[src/rtl/dt_peak_scan.sv]
// ============================================================================
// Module   : dt_peak_scan
// Purpose  : Raster scan of the distance map after DT completes. It reports the
//            peak distance, the address of the first peak and the object-pixel count.
//            Optional macro DT_PEAK_SUM_EN adds the sum_val_o output.
// Revision : 1.0 - initial release
// ============================================================================
`default_nettype none
`timescale 1ns/1ps

module dt_peak_scan #(
    parameter int IMG_W = 128,
    parameter int IMG_H = 128,
    parameter int AW    = 14,
    parameter int DW    = 8
) (
    input  logic             clk,
    input  logic             rst,
    input  logic             start_i,
    output logic             res_rd_o,
    output logic [AW-1:0]    res_addr_o,
    input  logic [DW-1:0]    res_di_i,
    output logic             busy_o,
    output logic             valid_o,
    output logic [DW-1:0]    max_val_o,
    output logic [AW-1:0]    max_addr_o,
    output logic [AW:0]      obj_cnt_o
`ifdef DT_PEAK_SUM_EN
    ,
    output logic [AW+DW-1:0] sum_val_o
`endif
);

    localparam logic [AW-1:0] LAST_ADDR = AW'(IMG_W * IMG_H - 1);

    localparam logic [1:0] S_IDLE  = 2'd0;
    localparam logic [1:0] S_SCAN  = 2'd1;
    localparam logic [1:0] S_DRAIN = 2'd2;
    localparam logic [1:0] S_DONE  = 2'd3;

    logic [1:0]    state_q;
    logic [1:0]    state_d;
    logic          rd_q;
    logic [AW-1:0] addr_q;
    logic [AW-1:0] tag_addr_q;
    logic          tag_vld_q;
    logic [DW-1:0] max_val_q;
    logic [AW-1:0] max_addr_q;
    logic [AW:0]   obj_cnt_q;
    logic          w_start_acc;

    // A start pulse arriving while busy (SCAN or DRAIN) is dropped.
    assign w_start_acc = start_i && ((state_q == S_IDLE) || (state_q == S_DONE));

    always_ff @(posedge clk or negedge rst) begin
        if (!rst) begin
            state_q <= S_IDLE;
        end else begin
            state_q <= state_d;
        end
    end

    always_comb begin
        state_d = state_q;
        case (state_q)
            S_IDLE:  if (w_start_acc) state_d = S_SCAN;
            S_SCAN:  if (addr_q == LAST_ADDR) state_d = S_DRAIN;
            S_DRAIN: state_d = S_DONE;
            S_DONE:  if (w_start_acc) state_d = S_SCAN;
            default: state_d = S_IDLE;
        endcase
    end

    always_comb begin
        busy_o  = (state_q == S_SCAN) || (state_q == S_DRAIN);
        valid_o = (state_q == S_DONE);
    end

    // The tag follows the read by one cycle so each res_di_i is matched to its address.
    always_ff @(posedge clk or negedge rst) begin
        if (!rst) begin
            rd_q       <= 1'b0;
            addr_q     <= '0;
            tag_addr_q <= '0;
            tag_vld_q  <= 1'b0;
            max_val_q  <= '0;
            max_addr_q <= '0;
            obj_cnt_q  <= '0;
        end else if (w_start_acc) begin
            rd_q       <= 1'b1;
            addr_q     <= '0;
            tag_addr_q <= '0;
            tag_vld_q  <= 1'b0;
            max_val_q  <= '0;
            max_addr_q <= '0;
            obj_cnt_q  <= '0;
        end else begin
            tag_addr_q <= addr_q;
            tag_vld_q  <= rd_q;
            if (state_q == S_SCAN) begin
                if (addr_q == LAST_ADDR) begin
                    rd_q <= 1'b0;
                end else begin
                    addr_q <= addr_q + AW'(1);
                end
            end
            if (tag_vld_q) begin
                if (res_di_i > max_val_q) begin
                    max_val_q  <= res_di_i;
                    max_addr_q <= tag_addr_q;
                end
                if (res_di_i != '0) begin
                    obj_cnt_q <= obj_cnt_q + (AW+1)'(1);
                end
            end
        end
    end

`ifdef DT_PEAK_SUM_EN
    logic [AW+DW-1:0] sum_q;

    always_ff @(posedge clk or negedge rst) begin
        if (!rst) begin
            sum_q <= '0;
        end else if (w_start_acc) begin
            sum_q <= '0;
        end else if (tag_vld_q) begin
            sum_q <= sum_q + (AW+DW)'(res_di_i);
        end
    end

    assign sum_val_o = sum_q;
`endif

    assign res_rd_o   = rd_q;
    assign res_addr_o = addr_q;
    assign max_val_o  = max_val_q;
    assign max_addr_o = max_addr_q;
    assign obj_cnt_o  = obj_cnt_q;

endmodule

`default_nettype wire

[config.mk]
export PLATFORM = sky130hd
export DESIGN_NAME = dt_peak_scan
export DESIGN_NICKNAME = d
export VERILOG_FILES = /design/src/rtl/dt_peak_scan.sv
export SDC_FILE = /design/constraint.sdc
export NUM_CORES = 1
export LEC_CHECK = 0
export ABC_AREA = 1
export BUFFER_PORTS_ARGS = -buffer_cell sky130_fd_sc_hd__buf_2
export CORE_MARGIN = 3
export CORE_UTILIZATION = 54
export CTS_CLUSTER_SIZE = 14
export DETAILED_ROUTE_END_ITERATION = 10
export HOLD_SLACK_MARGIN = 0.05
export PLACE_DENSITY = 0.77
export SETUP_SLACK_MARGIN = 0.15
export SYNTH_ARGS = -nofsm -noshare
export SYNTH_HDL_FRONTEND = slang
export SYNTH_SLANG_ARGS = --single-unit
[constraint.sdc]
create_clock -name clk -period 1.9 [get_ports clk]
set_input_delay 0.095 -clock clk [delete_from_list [all_inputs] [get_ports clk]]
set_output_delay 0.095 -clock clk [all_outputs]
set_load 0.01 [all_outputs]
# Yosys cells after proc, flatten, opt, wreduce, memory -nomap -nowiden
# Index checks and enable logic that the tools add are counted.
[totals] register_bits=69 output_inout_bits=54 wordCells=54
[op_classes] n_addsub=2 n_lt_le_gt_ge=1 n_eq_ne=7 n_mux=20 n_reduce_logical=16
[ops] operator="2-to-1 mux 14 bit" n=7
[ops] operator="2-to-1 mux 15 bit" n=3
[ops] operator="2-to-1 mux 8 bit" n=3
[ops] operator="adder 15 x 1 -> 15 bit (second input constant)" n=1
[ops] operator="adder 14 x 1 -> 14 bit (second input constant)" n=1
[ops] operator="equality test 14 bit (second input constant)" n=1
[ops] operator="AND reduction 2 bit" n=5
[ops] operator="nonzero test 2 bit" n=5
[ops] operator="greater-than comparator 8 bit" n=1
[ops] operator="nonzero test 8 bit" n=1
[ops] operator="case mux 2 bit (3 select lines)" n=1
[ops] operator="equality test 2 bit (second input constant)" n=2
[ops] operator="2-to-1 mux 1 bit" n=4
[ops] operator="2-to-1 mux 2 bit" n=2
[ops] operator="!= test 2 x 1 -> 1 bit (second input constant)" n=2
[ops] operator="equality test 2 x 1 -> 1 bit (second input constant)" n=1
[ops] operator="logical NOT 2 bit" n=1
[ops] operator="logical OR 1 bit" n=2
[ops] operator="!= test 2 bit (second input constant)" n=1
[ops] operator="OR reduction 2 bit" n=1
[ops] operator="logical AND 1 bit" n=1

# Logic depth before layout (Yosys ltp)
# Gate-level depths: netlist (run 1).
[logic_depth] depth_word=5 mapped_depth=13

# Worst setup path before layout (run 1)
# Ideal clock, no wire load.
[synth_path] kind="register to register" from="register max_val_q[3], in the netlist max_val_o[3]" to="register max_addr_q[10], in the netlist max_addr_o[10]" setup_ps=67 arrival_ps=1581 setup_slack_ps=253 path_stages_with_launch=9 synth_period_minus_slack_ps=1647 cell_sequence="dfrtp_1 > inv_1 > ha_1 > nand2_1 > nor2_1 > a21oi_1 > clkbuf_1 > nand4_1 > nand2_1"
[synth_between] elab_chain_cells=3
[synth_rtl] item="start, declared" line="47" text="logic [DW-1:0] max_val_q;"
[synth_rtl] item="start signal, assigned" line="109" text="max_val_q <= res_di_i;"
[synth_rtl] item="greater-than comparator 8 bit" line="108" text="if (res_di_i > max_val_q) begin"
[synth_rtl] item="nonzero test 2 bit (no line)"
[synth_rtl] item="AND reduction 2 bit (no line)"
[synth_rtl] item="end signal, assigned" line="110" text="max_addr_q <= tag_addr_q;"
[synth_rtl] item="end, declared" line="48" text="logic [AW-1:0] max_addr_q;"
# Every way passes these cells.
# A chain may end at the register's enable or synchronous reset.

# Worst setup path in the final report (run 1)
[layout_path] from="register state_q[0]" to="register obj_cnt_q[8], in the netlist obj_cnt_o[8]"
[layout_between] elab_chain_cells=5 elab_cells_between_ends=8 cone_classes="eq/ne (1); mux (1); reduce/logical (6)"
[layout_rtl] item="start, declared" line="41" text="logic [1:0] state_q;"
[layout_rtl] item="start signal, assigned" line="59" text="state_q <= state_d;"
[layout_rtl] item="equality test 2 bit or logical NOT 2 bit (tied branches)" line="53" text="assign w_start_acc = start_i && ((state_q == S_IDLE) || (state_q == S_DONE));"
[layout_rtl] item="logical OR 1 bit (*)" line="53"
[layout_rtl] item="logical AND 1 bit (*)" line="53"
[layout_rtl] item="nonzero test 2 bit (no line)"
[layout_rtl] item="AND reduction 2 bit (no line)"
[layout_rtl] item="end signal, assigned" line="113" text="obj_cnt_q <= obj_cnt_q + (AW+1)'(1);"
[layout_rtl] item="end, declared" line="49" text="logic [AW:0] obj_cnt_q;"
# Every way passes the cells marked *; elsewhere a longest branch is shown, timed or not.

==> results.tsv, run 1 <==
stage	metric	value	unit
floorplan	Core Box Area	6530	um^2
clocking	CTS tree	built	
global_route	gr usage total	0.237	
clocking	CTS Buf Count	9	
routing	drc violations	0	
timing	FMAX	0.607	GHz
worst_setup_path	slowest stage cell, crit path	dfrtp_1	
pwr	VDD IR max	1.02	mV
final_layout	Non-Filler Instances	641	
placed_design	Setup WS pre-CTS	0.198	ns
pwr	Internal	3.24	mW
worst_setup_path	Worst path max stage delay	0.43	ns
routing	drt total wl	8710	um
timing	final period utilization	0.867	
worst_setup_path	flop2flop setup slack	0.25	ns
final_layout	fillers	541	
yosys	Synth Instances	474	
floorplan	Die X-Extent	89.1	um
final_layout	area grow syn2layout	21.5	%
pwr	PD cells	1250	nW/um^2
timing	setup slack after layout	0.253	ns
timing	Fin Hold WS	0.131	ns
worst_hold_path	hold path cells	4	
final_layout	area of the multi-input gates	1720	um^2
timing	Sum Neg Setup Slack	0	ns
routing	initial drt markers	184	
worst_setup_path	cell family with most CP delay	flip-flops	
placed_design	post-place instance area	4200	um^2
flow_run	Max-Cap Viols	0	
worst_setup_path	startpoint class of the critical path	flop	
yosys	most common cell in the synthesized netlist	nand2_1	
worst_setup_path	Crit path buffers/inverters	2	
yosys	number of synthesized flops with an enable pin	0	
pwr	Gate power share	0.442	
timing	Setup Skew	0.00662	ns
routing	post-DR vias/cell	5.43	
floorplan	starting density of the core	0.571	
timing	Hold Vio Cnt, Final	0	
placed_design	placed insts	614	
final_layout	# nets final	583	
yosys	Seq/Total Area, Yosys	0.463	
placed_design	Post-DP HPWL	6080	um
yosys	top post-synthesis cells by count	nand2_1, dfrtp_1, inv_1	
timing	final slew viol count	0	
worst_setup_path	Max FO, Critical Path	8	
worst_setup_path	Worst R2R Start	state_q[0]	
floorplan	Die Area	7940	um^2
placed_design	IO buf count	64	
timing	min cycle time layout	1.65	ns
timing	RSZ-0062 raised after global routing	yes	
pwr	Net Sw Frac	0.426	
floorplan	Std-Cell Rows	29	
worst_setup_path	crit-path cells	ha_1, nand2_2, clkinv_1, nor2_4, inv_1, o21ai_0	
outcome	outcome	finished clean	
clocking	CTS H-Tree Depth	3	
yosys	Top FF cell, synth	dfrtp_1	
pwr	Net Sw Power	2.40	mW
yosys	share of the synthesized area in the top cell type	0.463	
routing	routed via count	3479	
yosys	asr flop ratio synth	1.00	
yosys	Syn Nets	498	
global_route	initial antenna violation count	0	
worst_hold_path	WHS Endpoint	state_q[0]	
yosys	Syn Area/Cell	7.87	um^2
clocking	Clk Latency, worst-skew pair	0.35	ns
yosys	cell taking the most area after synthesis	dfrtp_1	
global_route	vias in the first global route	3210	
placed_design	Final GP Congestion	0.874	
timing	Rel. slew slack	0.713	
worst_setup_path	Reg-to-Reg End	obj_cnt_o[8]	
clocking	root buf cell	clkbuf_8	
clocking	clock tree buffer depth	2	
worst_setup_path	required time worst endpoint	2.16	ns
yosys	post-synthesis cell type count	28	
pwr	Overall Power	5.65	mW
final_layout	FF+latch area	1730	um^2
routing	Wirelength per Cell	13.6	um
worst_setup_path	crit path DAT	1.91	ns
floorplan	die height	89.1	um
yosys	leading post-synthesis cells by cell area	dfrtp_1, nand2_1, nand4_1	
pwr	clock power share	0.210	
global_route	largest net degree at the start of global routing	70	
global_route	first-pass GRT wire length	14600	um
timing	number of setup violations in the final report	0	
worst_setup_path	crit path kind	reg2reg	
routing	Final ANT Viol Nets	0	
worst_setup_path	Critical Path Sink Type	flop	
yosys	mapped cell area	3730	um^2
final_layout	post-route design area	4530	um^2
clocking	Clock Sinks	69	
worst_setup_path	Worst R2R Path Depth	6	
yosys	yosys warns	0	
clocking	Clock transition at path regs	0.08	ns
final_layout	share of cells above drive strength 1	0.220	
final_layout	final antenna diode count	0	
worst_hold_path	hold_sp	start_i	
routing	drt first pass iters	4	
timing	Worst-Margin Slew	0.430	ns
pwr	Sequential Power Share	0.348	
yosys	#FFs+latches synth	69	
pwr	Leak Pwr	2.40	nW
global_route	grt ovf	0	
final_layout	Layout Utilization	0.694	
floorplan	io pins	65	
worst_hold_path	Hold Crit Class	in2reg	
-- cells by family after synthesis --
family | count (synthesis) | synth area share
XOR/XNOR | 5 | 0.0117
adder cells (fa/ha/maj) | 13 | 0.0436
flip-flops | 69 | 0.463
AO/OA/AOI/OAI | 32 | 0.0503
AND/OR/NAND/NOR | 282 | 0.352
buffers and inverters | 73 | 0.0795
-- power by group through the flow --
stage | Combinational [mW] | Sequential [mW] | Clock, mW
final | 2.49 | 1.97 | 1.19
after global routing | 2.81 | 2.00 | 1.28
after CTS | 2.40 | 1.96 | 1.22
after detailed placement | 2.38 | 1.99 | 0
after global placement | 2.32 | 1.98 | 0
after floorplan | 1.52 | 2.05 | 0
-- how the worst max path moves through the flow --
stage / to / start / cells past startpoint / slack (ns)
final: obj_cnt_o[8] / state_q[0] / 6 / 0.25
after global routing: obj_cnt_o[4] / state_q[1] / 7 / 0.09
after CTS: obj_cnt_o[8] / state_q[0] / 6 / 0.16
after detailed placement: obj_cnt_o[6] / state_q[0] / 6 / 0.20
after global placement: obj_cnt_o[6] / state_q[0] / 6 / 0.29
after floorplan: max_addr_o[10] / max_val_o[3] / 8 / 0.25
-- repair_timing --
| action | CTS | global route |
|---|---|---|
| resized for setup | 0 | 9 |
| endpoints found under the hold margin | 77 | 0 |
| setup endpoints to repair | 0 | 33 |
| hold buffers | 9 | 0 |
| setup buffers | 0 | 2 |
-- sequential cells by signal, summed over array words and instances (netlist names) --
register    count
max_addr_o     14
res_addr_o     14
state_q         2
obj_cnt_o      15
tag_addr_q     14
res_rd_o        1
tag_vld_q       1
max_val_o       8
-- worst min-delay path, delay by kind of cell --
family                 cells  cell delay [ns]
and+or+nand+nor            3             0.26
buffers and inverters      1             0.09
-- cell usage in the layout (no fill, tap or decap), types with 2 or more instances in the layout --
cell type	count
nand2_1	123
dfrtp_1	69
buf_2	64
inv_1	53
nand3_1	49
nor2_1	46
nand4_1	43
o21ai_0	19
buf_4	14
ha_1	13
clkbuf_8	9
dlygate4sd3_1	9
nand2_2	6
o21ai_2	6
nor2_4	5
xor2_1	5
buf_6	4
a21oi_1	3
nor3_1	3
or2_2	2
clkinv_2	2
clkinv_4	2
-- routing by layer --
metal / GRT usage / up-vias / wire length [um]
met5: 0 / - / 0
met1: 0.300 / 1637 / 3750
li1: - / 1725 / -
met4: 0.0974 / 0 / 199
met2: 0.401 / 101 / 4350
met3: 0.0415 / 16 / 406
-- final cells by class --
class | count | share of cell area
well taps | 77 | 0.0213
clock inverters | 7 | 0.0163
clock buffers | 9 | 0.0273
flip-flops and latches | 69 | 0.381
inverters | 55 | 0.0456
multi-input cells | 332 | 0.380
repair buffers | 92 | 0.128
Note: power is estimated with default switching activity, not from simulation.
==> run 2, diff against run 1 <==
- CORE_ASPECT_RATIO: unset -> 2
- PLACE_DENSITY: 0.77 -> 0.76
==> run 2 against run 1 <==
Against the previous run:
- hold slack got worse by 0.074 ns
- critical endpoint is now res_addr_o[13]
- clock-buffer cell count increased by 6
- routed wire length increased by 3.0%
- non-clock buffer count decreased by 6
- worst setup slack improved by 0.011 ns
- critical path type unchanged
- clock skew decreased by 0.0025 ns
- final cell count increased by 0.62%
==> results.tsv, run 2 (synthesis gave the netlist of run 1 again) <==
stage	metric	value	unit
final_layout	commonest cells after routing, fill and taps aside	nand2_1, dfrtp_1, buf_2	
clocking	clock tree buffer depth	2	
worst_setup_path	WP depth	6	
pwr	Leak Pwr	2.42	nW
routing	routed via count	3453	
worst_setup_path	Critical Path Sink Type	flop	
final_layout	post-route design area	4610	um^2
clocking	Clock transition at path regs	0.05	ns
worst_setup_path	startpoint class of the critical path	flop	
routing	Final ANT Viol Nets	0	
worst_hold_path	Hold Crit Class	in2reg	
floorplan	Die X-Extent	64.8	um
final_layout	max reg flops	15	
global_route	met2 global-route usage	0.449	
global_route	GR peak layer	met2	
worst_setup_path	slowest stage cell, crit path	dfrtp_1	
timing	Setup Skew	0.00413	ns
clocking	Clk Latency, worst-skew pair	0.33	ns
clocking	root buf cell	clkbuf_16	
global_route	met3 Usage GRT	0.0536	
final_layout	share of cells above drive strength 1	0.215	
timing	min cycle time layout	1.64	ns
floorplan	Core Box Area	6670	um^2
routing	post-DR vias/cell	5.35	
placed_design	Post-DP HPWL	6640	um
worst_setup_path	crit path DAT	1.84	ns
routing	drt first pass iters	4	
global_route	initial antenna violation count	0	
global_route	first-pass GRT wire length	14600	um
final_layout	commonest non-fill, non-tap cell in the layout	nand2_1	
timing	final slew viol count	0	
timing	number of setup violations in the final report	0	
timing	Sum Neg Setup Slack	0	ns
global_route	grt ovf	0	
global_route	M1 GR Usage	0.238	
global_route	vias in the first global route	3280	
worst_setup_path	crit path kind	reg2reg	
outcome	outcome	finished clean	
final_layout	# nets final	577	
global_route	gr usage total	0.238	
floorplan	die height	124	um
worst_setup_path	cell family with most CP delay	simple AND/OR/NAND/NOR gates	
timing	Worst-Margin Slew	0.420	ns
pwr	VDD IR max	0.805	mV
placed_design	Final GP Congestion	0.840	
worst_setup_path	Crit path buffers/inverters	1	
worst_hold_path	hold path cells	3	
floorplan	starting density of the core	0.559	
pwr	Overall Power	6.01	mW
timing	FMAX	0.611	GHz
clocking	CTS tree	built	
timing	Rel. slew slack	0.720	
worst_setup_path	crit-path cells	ha_1, nand2_2, buf_6, nand2_1, nand2_8, o21ai_0	
pwr	PD cells	1300	nW/um^2
clocking	Clock Sinks	69	
floorplan	Std-Cell Rows	42	
placed_design	post-place instance area	4210	um^2
routing	drc violations	0	
timing	RSZ-0062 raised after global routing	no	
final_layout	final antenna diode count	0	
routing	Wirelength per Cell	13.9	um
floorplan	io pins	65	
worst_setup_path	Max FO, Critical Path	19	
timing	Hold Vio Cnt, Final	0	
routing	drt total wl	8970	um
clocking	CTS Buf Count	9	
routing	initial drt markers	287	
timing	final period utilization	0.861	
worst_setup_path	required time worst endpoint	2.10	ns
worst_setup_path	Worst R2R Path Depth	6	
clocking	CTS H-Tree Depth	3	
flow_run	Max-Cap Viols	0	
placed_design	IO buf count	64	
floorplan	Die Area	8000	um^2
global_route	largest net degree at the start of global routing	60	
worst_setup_path	Worst path max stage delay	0.42	ns
final_layout	area grow syn2layout	23.5	%
run 2: area by class of cell:
| cell class | count | area [um^2] |
|---|---|---|
| Timing Repair Buffer | 86 | 529 |
| Tap cell | 88 | 110 |
| Sequential cell | 69 | 1730 |
| Inverter | 55 | 206 |
| Clock buffer | 15 | 298 |
| Multi-Input combinational cell | 332 | 1740 |
| Fill cell | 560 | 2070 |
run 2: stage by stage:
step | instances | hold WS [ns] | utilization | setup slack, ns
finish | 645 | 0.0569 | 0.690 | 0.264
global route | 645 | 0.0730 | 0.690 | 0.146
CTS | 644 | 0.0537 | 0.684 | 0.164
detailed placement | 623 | -0.0981 | 0.631 | 0.152
global placement | 623 | -0.0977 | 0.631 | 0.193
floorplan | 474 | -0.201 | - | 0.253
run 2: per-layer routing:
layer | share of wire | up-vias
met3 | 0.045 | 22
met4 | 0.029 | 0
li1 | - | 1706
met5 | 0 | -
met2 | 0.57 | 100
met1 | 0.36 | 1625
run 2: worst paths after layout:
kind | startpoint | endpoint | slack, ns
hold reg to reg | tag_addr_q[10] | max_addr_o[10] | 0.49
setup / recovery | state_q[0] | res_addr_o[13] | 0.26
min in group asynchronous | rst | max_val_o[3] | 0.10
hold / removal | res_di_i[4] | max_val_o[4] | 0.06
max in group asynchronous | rst | res_addr_o[6] | 1.28
setup reg to reg | state_q[0] | res_addr_o[13] | 0.26
run 2: tightest hold or removal path: cells and delay by family:
| family | cells | cell delay (ns) |
|---|---|---|
| buffers and inverters | 1 | 0.12 |
| AND/OR/NAND/NOR | 2 | 0.13 |
run 2: report_power, final:
part	total, mW	leakage (nW)	internal (mW)	switching (mW)
combinational	2.40	1.34	0.837	1.56
clock	1.62	0.148	1.05	0.568
sequential	1.99	0.929	1.75	0.244
run 2: repair_timing:
action / in CTS / in global routing
setup endpoints to repair: 0 / 42
buffers inserted: 0 / 1
resized for setup: 0 / 7
hold buffers: 6 / 0
hold endpoints to repair: 74 / 0
